$ cat config.mk
export PLATFORM = sky130hd
export DESIGN_NAME = ntt_addr_gen
export DESIGN_NICKNAME = d
export VERILOG_FILES = /design/src/rtl/ntt_pkg.sv /design/src/rtl/ntt_addr_gen_shifter.sv /design/src/rtl/ntt_addr_gen.sv
export SDC_FILE = /design/constraint.sdc
export NUM_CORES = 1
export LEC_CHECK = 0
export ABC_AREA = 1
export CORE_MARGIN = 1.5
export CORE_UTILIZATION = 55
export CTS_CLUSTER_SIZE = 14
export DETAILED_ROUTE_END_ITERATION = 16
export GPL_ROUTABILITY_DRIVEN = 0
export GPL_TIMING_DRIVEN = 1
export PLACE_DENSITY_LB_ADDON = 0.3
export SYNTH_ARGS = -nofsm -noshare
export SYNTH_HDL_FRONTEND = slang
export SYNTH_HIERARCHICAL = 1
export SYNTH_SLANG_ARGS = --single-unit
$ cat constraint.sdc
create_clock -name clk -period 21.5 [get_ports clk]
set_input_delay 4.3 -clock clk [delete_from_list [all_inputs] [get_ports clk]]
set_output_delay 4.3 -clock clk [all_outputs]
set_load 0.01 [all_outputs]
$ cat src/rtl/ntt_pkg.sv
// Shared constants and the bank map for the 512-point NTT address generator.
// The bank map skews words across 4 banks so that butterfly lanes never collide.
package ntt_pkg;

    localparam int LAT_R2 = 8;
    localparam int LAT_R4 = 14;
    localparam int AW     = 7;
    localparam int NBANK  = 4;
    localparam int DW     = 1 + NBANK * AW + 8;

    localparam logic [7:0] TW_BASE_R4 [4] = '{8'd0, 8'd1, 8'd5, 8'd21};
    localparam logic [7:0] TW_BASE_R2     = 8'd85;
    localparam logic [8:0] TW_INTT_OFS    = 9'd256;

    function automatic logic [1:0] bank_of(input logic [8:0] idx);
        return idx[1:0] + idx[3:2] + idx[5:4] + idx[7:6] + {1'b0, idx[8]};
    endfunction

endpackage

$ cat src/rtl/ntt_addr_gen_shifter.sv
// Fixed-depth shift register exposing every stage as a tap.
// A kill bit per stage clears the flag (MSB) of the word entering that stage.
module ntt_addr_gen_shifter #(
    parameter int data_width = 8,
    parameter int depth      = 4
) (
    input  logic                                   clk,
    input  logic                                   rst,
    input  logic [depth-1:0]                       kill,
    input  logic [data_width-1:0]                  din,
    output logic [depth-1:0][data_width-1:0]       taps
);

    logic [depth-1:0][data_width-1:0] nxt;

    always_comb begin
        nxt    = '0;
        nxt[0] = din;
        for (int s = 1; s < depth; s++) begin
            nxt[s] = taps[s-1];
        end
        for (int s = 0; s < depth; s++) begin
            if (kill[s]) begin
                nxt[s][data_width-1] = 1'b0;
            end
        end
    end

    always_ff @(posedge clk or posedge rst) begin
        if (rst) begin
            taps <= '0;
        end else begin
            taps <= nxt;
        end
    end

endmodule

$ cat src/rtl/ntt_addr_gen.sv
// Turns NTT FSM loop indices into conflict-free bank addresses, lane routing
// and twiddle address, plus a latency-matched copy for butterfly write-back.
module ntt_addr_gen
    import ntt_pkg::*;
(
    input  logic              clk,
    input  logic              rst,
    input  logic              en_in,
    input  logic              sel,
    input  logic              sel_ntt,
    input  logic [6:0]        i,
    input  logic [6:0]        k,
    input  logic [6:0]        j,
    input  logic [2:0]        p,
    output logic              rd_valid,
    output logic [4*AW-1:0]   rd_addr,
    output logic [7:0]        rd_lane,
    output logic [8:0]        tw_addr,
    output logic              wr_valid,
    output logic [4*AW-1:0]   wr_addr,
    output logic [7:0]        wr_lane
);

    logic [NBANK-1:0][8:0]    idx;
    logic [8:0]               stride;
    logic [8:0]               group;
    logic [1:0]               bank;
    logic [1:0]               mm;
    logic [7:0]               tw_low;
    logic [4*AW-1:0]          addr_c;
    logic [7:0]               lane_c;
    logic [8:0]               tw_c;

    always_comb begin
        stride = 9'd1 << {p, 1'b0};
        group  = (9'(k) << {p, 1'b0}) << 2;
        idx    = '0;
        addr_c = '0;
        lane_c = '0;
        bank   = '0;
        mm     = '0;
        for (int m = 0; m < NBANK; m++) begin
            mm = 2'(m);
            // radix-2 lanes sit at i, i+256, i+128, i+384
            if (sel) begin
                idx[m] = group + 9'(m) * stride + 9'(j);
            end else begin
                idx[m] = {mm[0], mm[1], i};
            end
            bank = bank_of(idx[m]);
            addr_c[int'(bank)*AW +: AW] = idx[m][8:2];
            lane_c[int'(bank)*2 +: 2]   = mm;
        end
        tw_low = sel ? TW_BASE_R4[p[1:0]] + 8'(j) : TW_BASE_R2 + 8'(i);
        tw_c   = (sel_ntt ? TW_INTT_OFS : 9'd0) + {1'b0, tw_low};
    end

    always_ff @(posedge clk or posedge rst) begin
        if (rst) begin
            rd_valid <= 1'b0;
            rd_addr  <= '0;
            rd_lane  <= '0;
            tw_addr  <= '0;
        end else begin
            rd_valid <= en_in;
            if (en_in) begin
                rd_addr <= addr_c;
                rd_lane <= lane_c;
                tw_addr <= tw_c;
            end
        end
    end

    logic [LAT_R4-1:0]          kill;
    logic [LAT_R4-1:0][DW-1:0]  taps;
    logic [DW-1:0]              tap;

    // In a radix-2 pass entries die after the short tap so a later
    // switch to the long tap cannot emit them a second time.
    always_comb begin
        kill = '0;
        if (LAT_R2 < LAT_R4) begin
            kill[LAT_R2 % LAT_R4] = ~sel;
        end
    end

    ntt_addr_gen_shifter #(
        .data_width (DW),
        .depth      (LAT_R4)
    ) u_dly (
        .clk  (clk),
        .rst  (rst),
        .kill (kill),
        .din  ({rd_valid, rd_addr, rd_lane}),
        .taps (taps)
    );

    assign tap = sel ? taps[LAT_R4-1] : taps[LAT_R2-1];
    assign {wr_valid, wr_addr, wr_lane} = tap;

endmodule

==> Word-level counts from Yosys, hierarchy flattened <==
Index checks and enable logic that the tools add are counted.
{ "word_totals": {"ff_bits": 564, "latchBits": 0, "mem_bits_rw": 0, "mem_bits_ro": 0, "out_inout_bits": 83, "word_cells": 96, "mem_count": 0} }
{ "op_classes": {"addsub": 34, "mul": 5, "div_mod_pow": 0, "order_cmp": 1, "n_eq_ne": 0, "shifts": 18, "n_mux": 17, "bitwise_logic": 3, "n_reduce_logical": 0} }
{ "op_table": {"columns": ["op", "n"], "rows": [
  ["3-bit negation with 33-bit output", 4],
  ["5-bit negation with 33-bit output", 4],
  ["2-bit by 33-bit variable shift with 8-bit output (first input constant)", 4],
  ["7-bit by 33-bit variable shift with 28-bit output (first input constant)", 4],
  ["2-bit by 33-bit indexed part select with 8-bit output (first input constant)", 4],
  ["7-bit by 33-bit indexed part select with 28-bit output", 4],
  ["28-bit bitwise mux", 3],
  ["9-bit two-way mux", 5],
  ["37-bit two-way mux", 1],
  ["9-bit by 7-bit adder with 9-bit output", 4],
  ["28-bit bitwise AND", 1],
  ["9-bit adder", 3],
  ["2-bit adder", 12],
  ["8-bit bitwise mux", 3],
  ["8-bit two-way mux", 3],
  ["2-bit by 3-bit multiplier with 5-bit output (second input constant)", 4],
  ["8-bit binary-select mux with 2-bit select", 1],
  ["9-bit by 8-bit adder with 9-bit output", 1],
  ["2-bit by 9-bit multiplier with 9-bit output (first input constant)", 1],
  ["1-bit by 4-bit left shift with 9-bit output (first input constant)", 1],
  ["2-bit by 1-bit adder with 2-bit output", 4],
  ["7-bit by 7-bit adder with 8-bit output (first input constant)", 1],
  ["8-bit by 7-bit adder with 8-bit output", 1],
  ["8-bit bitwise AND", 1],
  ["other kinds (4)", 4]
]} }

==> Depth between registers and ports, before layout <==
{ "logic_depth": {"ltp_word": 14, "ltp_mapped": 36, "mapped_depth_nobuf": 36} }

==> Modules after synthesis <==
Netlist, hierarchy kept.
{ "modules_own_cells": {"columns": ["mod", "instances", "cells_each", "area_per_inst_um2", "seq_area_each_um2"], "rows": [
  ["ntt_addr_gen_shifter", 1, 1015, 16619.7, 12962.4],
  ["ntt_addr_gen", 1, 1011, 6402.4, 1151.1]
]} }

==> Worst setup path after synthesis <==
Ideal clock, no wire load.
{ "synth_path": {"kind": "input to register", "from": "input p[0]", "to": "register rd_addr[15]", "setup_ns": 0.083, "t_arrival_ns": 9.809, "required_time_ns": 21.417, "slack_ns": 11.608, "stages": 27, "n_path_buf": 1, "path_cell_list": "buf_6 > nor3_1 > inv_1 > o221ai_1 > fa_1 > ha_1 > nand3b_1 > nand2_1 > nand2_1 > nand2_1 > inv_1 > fa_1 > fa_1 > xnor2_1 > xor2_1 > xnor2_1 > xor2_1 > xor2_1 > inv_1 > ha_1 > nor3_1 > nand4_1 > o31ai_1 > nand2_1 > o21ai_0 > a22oi_1 > o21ai_0"} }
{ "synth_between": {"elab_chain_cells": 14} }
{ "synth_rtl": {"columns": ["element", "line", "rtl"], "rows": [
  ["from (decl)", "ntt_addr_gen.sv:14", "input logic [2:0] p,"],
  ["parallel branches: the longest is 13 deep, another holds 5-bit negation with 33-bit output", null, null],
  ["28-bit bitwise mux *", "ntt_addr_gen.sv:51", "addr_c[int'(bank)*AW +: AW] = idx[m][8:2];"],
  ["to (signal assigned)", "ntt_addr_gen.sv:67", "rd_addr <= addr_c;"],
  ["to (decl)", "ntt_addr_gen.sv:16", "output logic [4*AW-1:0] rd_addr,"]
]} }
Mark *: on every way between the ends.
A chain may end at the register's enable or synchronous reset.

==> Worst setup path in the final report <==
{ "layout_path": {"from": "input p[0]", "to": "register rd_addr[2]"} }
Same word-level chain as after synthesis.

==> out/results.ini <==
[synthesis]
syn_area_per_cell_um2=12.4
syn_area_um2=19800
synth_warnings=6
synth_cells=1594

[route]
ant_nets=0
post_drt_wl_per_cell_um=18.8
vias_per_cell=5.11
drt_iter0_markers=783
dr.pass1.iters=7
vias=11300
drc=0
drt-total-wl_um=41500

[clock_tree]
clk_pin_slew_ns=0.07
clock_latency_ns=0.56
ctsRootBufferMaster=clkbuf_16
cts_resized=0
htreeDepth=2
clk_path_buf_depth=3
cts_buffers=51
hold_buffers=0
cts_tree=built
cts_setup_buffers=0
cts_sinks=564

[die]
die_area_um2=37100
die-width_um=193
io_pins=112
start_util=0.557
core-area_um2=35500
die_h_um=193
rows=69

[sta]
finClkSkew_ns=0.0123
final.min_clock_period_ns=10.99
fin_crit_sh=0.511
maxSlewHeadroom=0.245
slew_violations=0
finalHoldViolations=0
worst_slew_pin_slew_ns=1.13
fin_ws_ns=10.51
final.setup.tns_ns=0
clock.fmax_mhz=91.0
whs_ns=0.337
finalSetupViolations=0
rsz0062_at_grt=no

[pwr]
ir_drop_mv=0.0779
powerDensity_nw_per_um2=135
power.leakage_nw=11.4
power_mw=3.09

[setup_path]
crit_arrival_ns=11.48
worstPathMaxFanout=8
path_class=in2reg
path_common_cell=inv_1
worst_ep_required_time_ns=21.99
crit_slowest_cell=clkdlybuf4s50_1
start_kind=input pin
cpPeakStageDelay_ns=0.61
worst_setup_path_end_kind=flop

[layout]
post-route-util=0.643
final_layout_size_suffix_gt1_frac=0.0714
stdcell_area_um2=22800
fin_cells=2212
areaGrowthSynthToFinish_pct=15.3
layout.nets=1835

[global_routing]
grt_overflow_total=0
grt_max_degree=186
grt_pass1_wl_um=65800
grt_pass1_vias=12100
antenna_found_initial=1
grt_use_total=0.235

[place]
dp.cells=2121
placed_cell_area_um2=21200
portBuffers=111
dp_hpwl_um=25900
detailedPlace.worstSlack_ns=10.01

[flow_run]
cap_viol_max_count=0

[min_path]
hold_class=reg2reg

[run_status]
status=finished, final reports clean

## cell type report
cell class / count / area (um2)
flip-flops and latches: 564 / 14100
diodes: 1 / 2.50
inverters: 164 / 628
multi-input cells: 816 / 4690
repair buffers: 116 / 1150
clock buffers: 80 / 1550
well taps: 461 / 577
clock inverters: 10 / 108
fillers: 2542 / 12700
## state kept, by name (all words and copies together) (netlist names)
register / count
tw_addr: 9
rd_addr: 28
rd_valid: 1
rd_lane: 8
u_dly/taps: 518
## path summary, 6_finish.rpt
path / depth (start not counted) / start / slack, ns / endpoint
worst max-delay path: 33 / p[0] / 10.51 / rd_addr[2]
worst min-delay path: 0 / u_dly/taps[17] / 0.34 / u_dly/taps[54]
worst max register to register: 2 / rd_addr[14] / 20.68 / rd_addr[14]
worst min register to register: 0 / u_dly/taps[17] / 0.34 / u_dly/taps[54]
max in group asynchronous: 4 / rst / 14.57 / u_dly/taps[447]
min in group asynchronous: 2 / rst / 4.44 / u_dly/taps[100]
## report_power, final
group	total, mW	switching, mW	internal (mW)
clock	0.887	0.379	0.508
sequential	1.60	0.161	1.44
combinational	0.594	0.375	0.219
## layout by cell type, fill, tap and decap left out, types with 19 or more instances in the layout
cell type	instances
nand2_1	333
inv_1	156
clkdlybuf4s50_1	109
clkbuf_16	53
nor2_1	94
dfrtp_1	564
o21ai_0	55
a21oi_1	53
nand3_1	42
fa_1	19
ha_1	74
## worst max-delay path, delay by kind of cell
family          cells  cell delay, ns
compound gates      3            0.59
xor+xnor            6            1.18
fa+ha+maj           6            2.35
buf+inv            11            1.55
simple gates        7            1.51
## routing by layer
layer,wire length [um],vias up,part of all wire,global-route usage
met5,0,-,0,0
met4,1950,0,0.047,0.113
met3,1890,141,0.046,0.0342
met2,21000,383,0.51,0.405
met1,16600,5615,0.40,0.292
li1,-,5168,-,-
(Power assumes the default switching activity.)
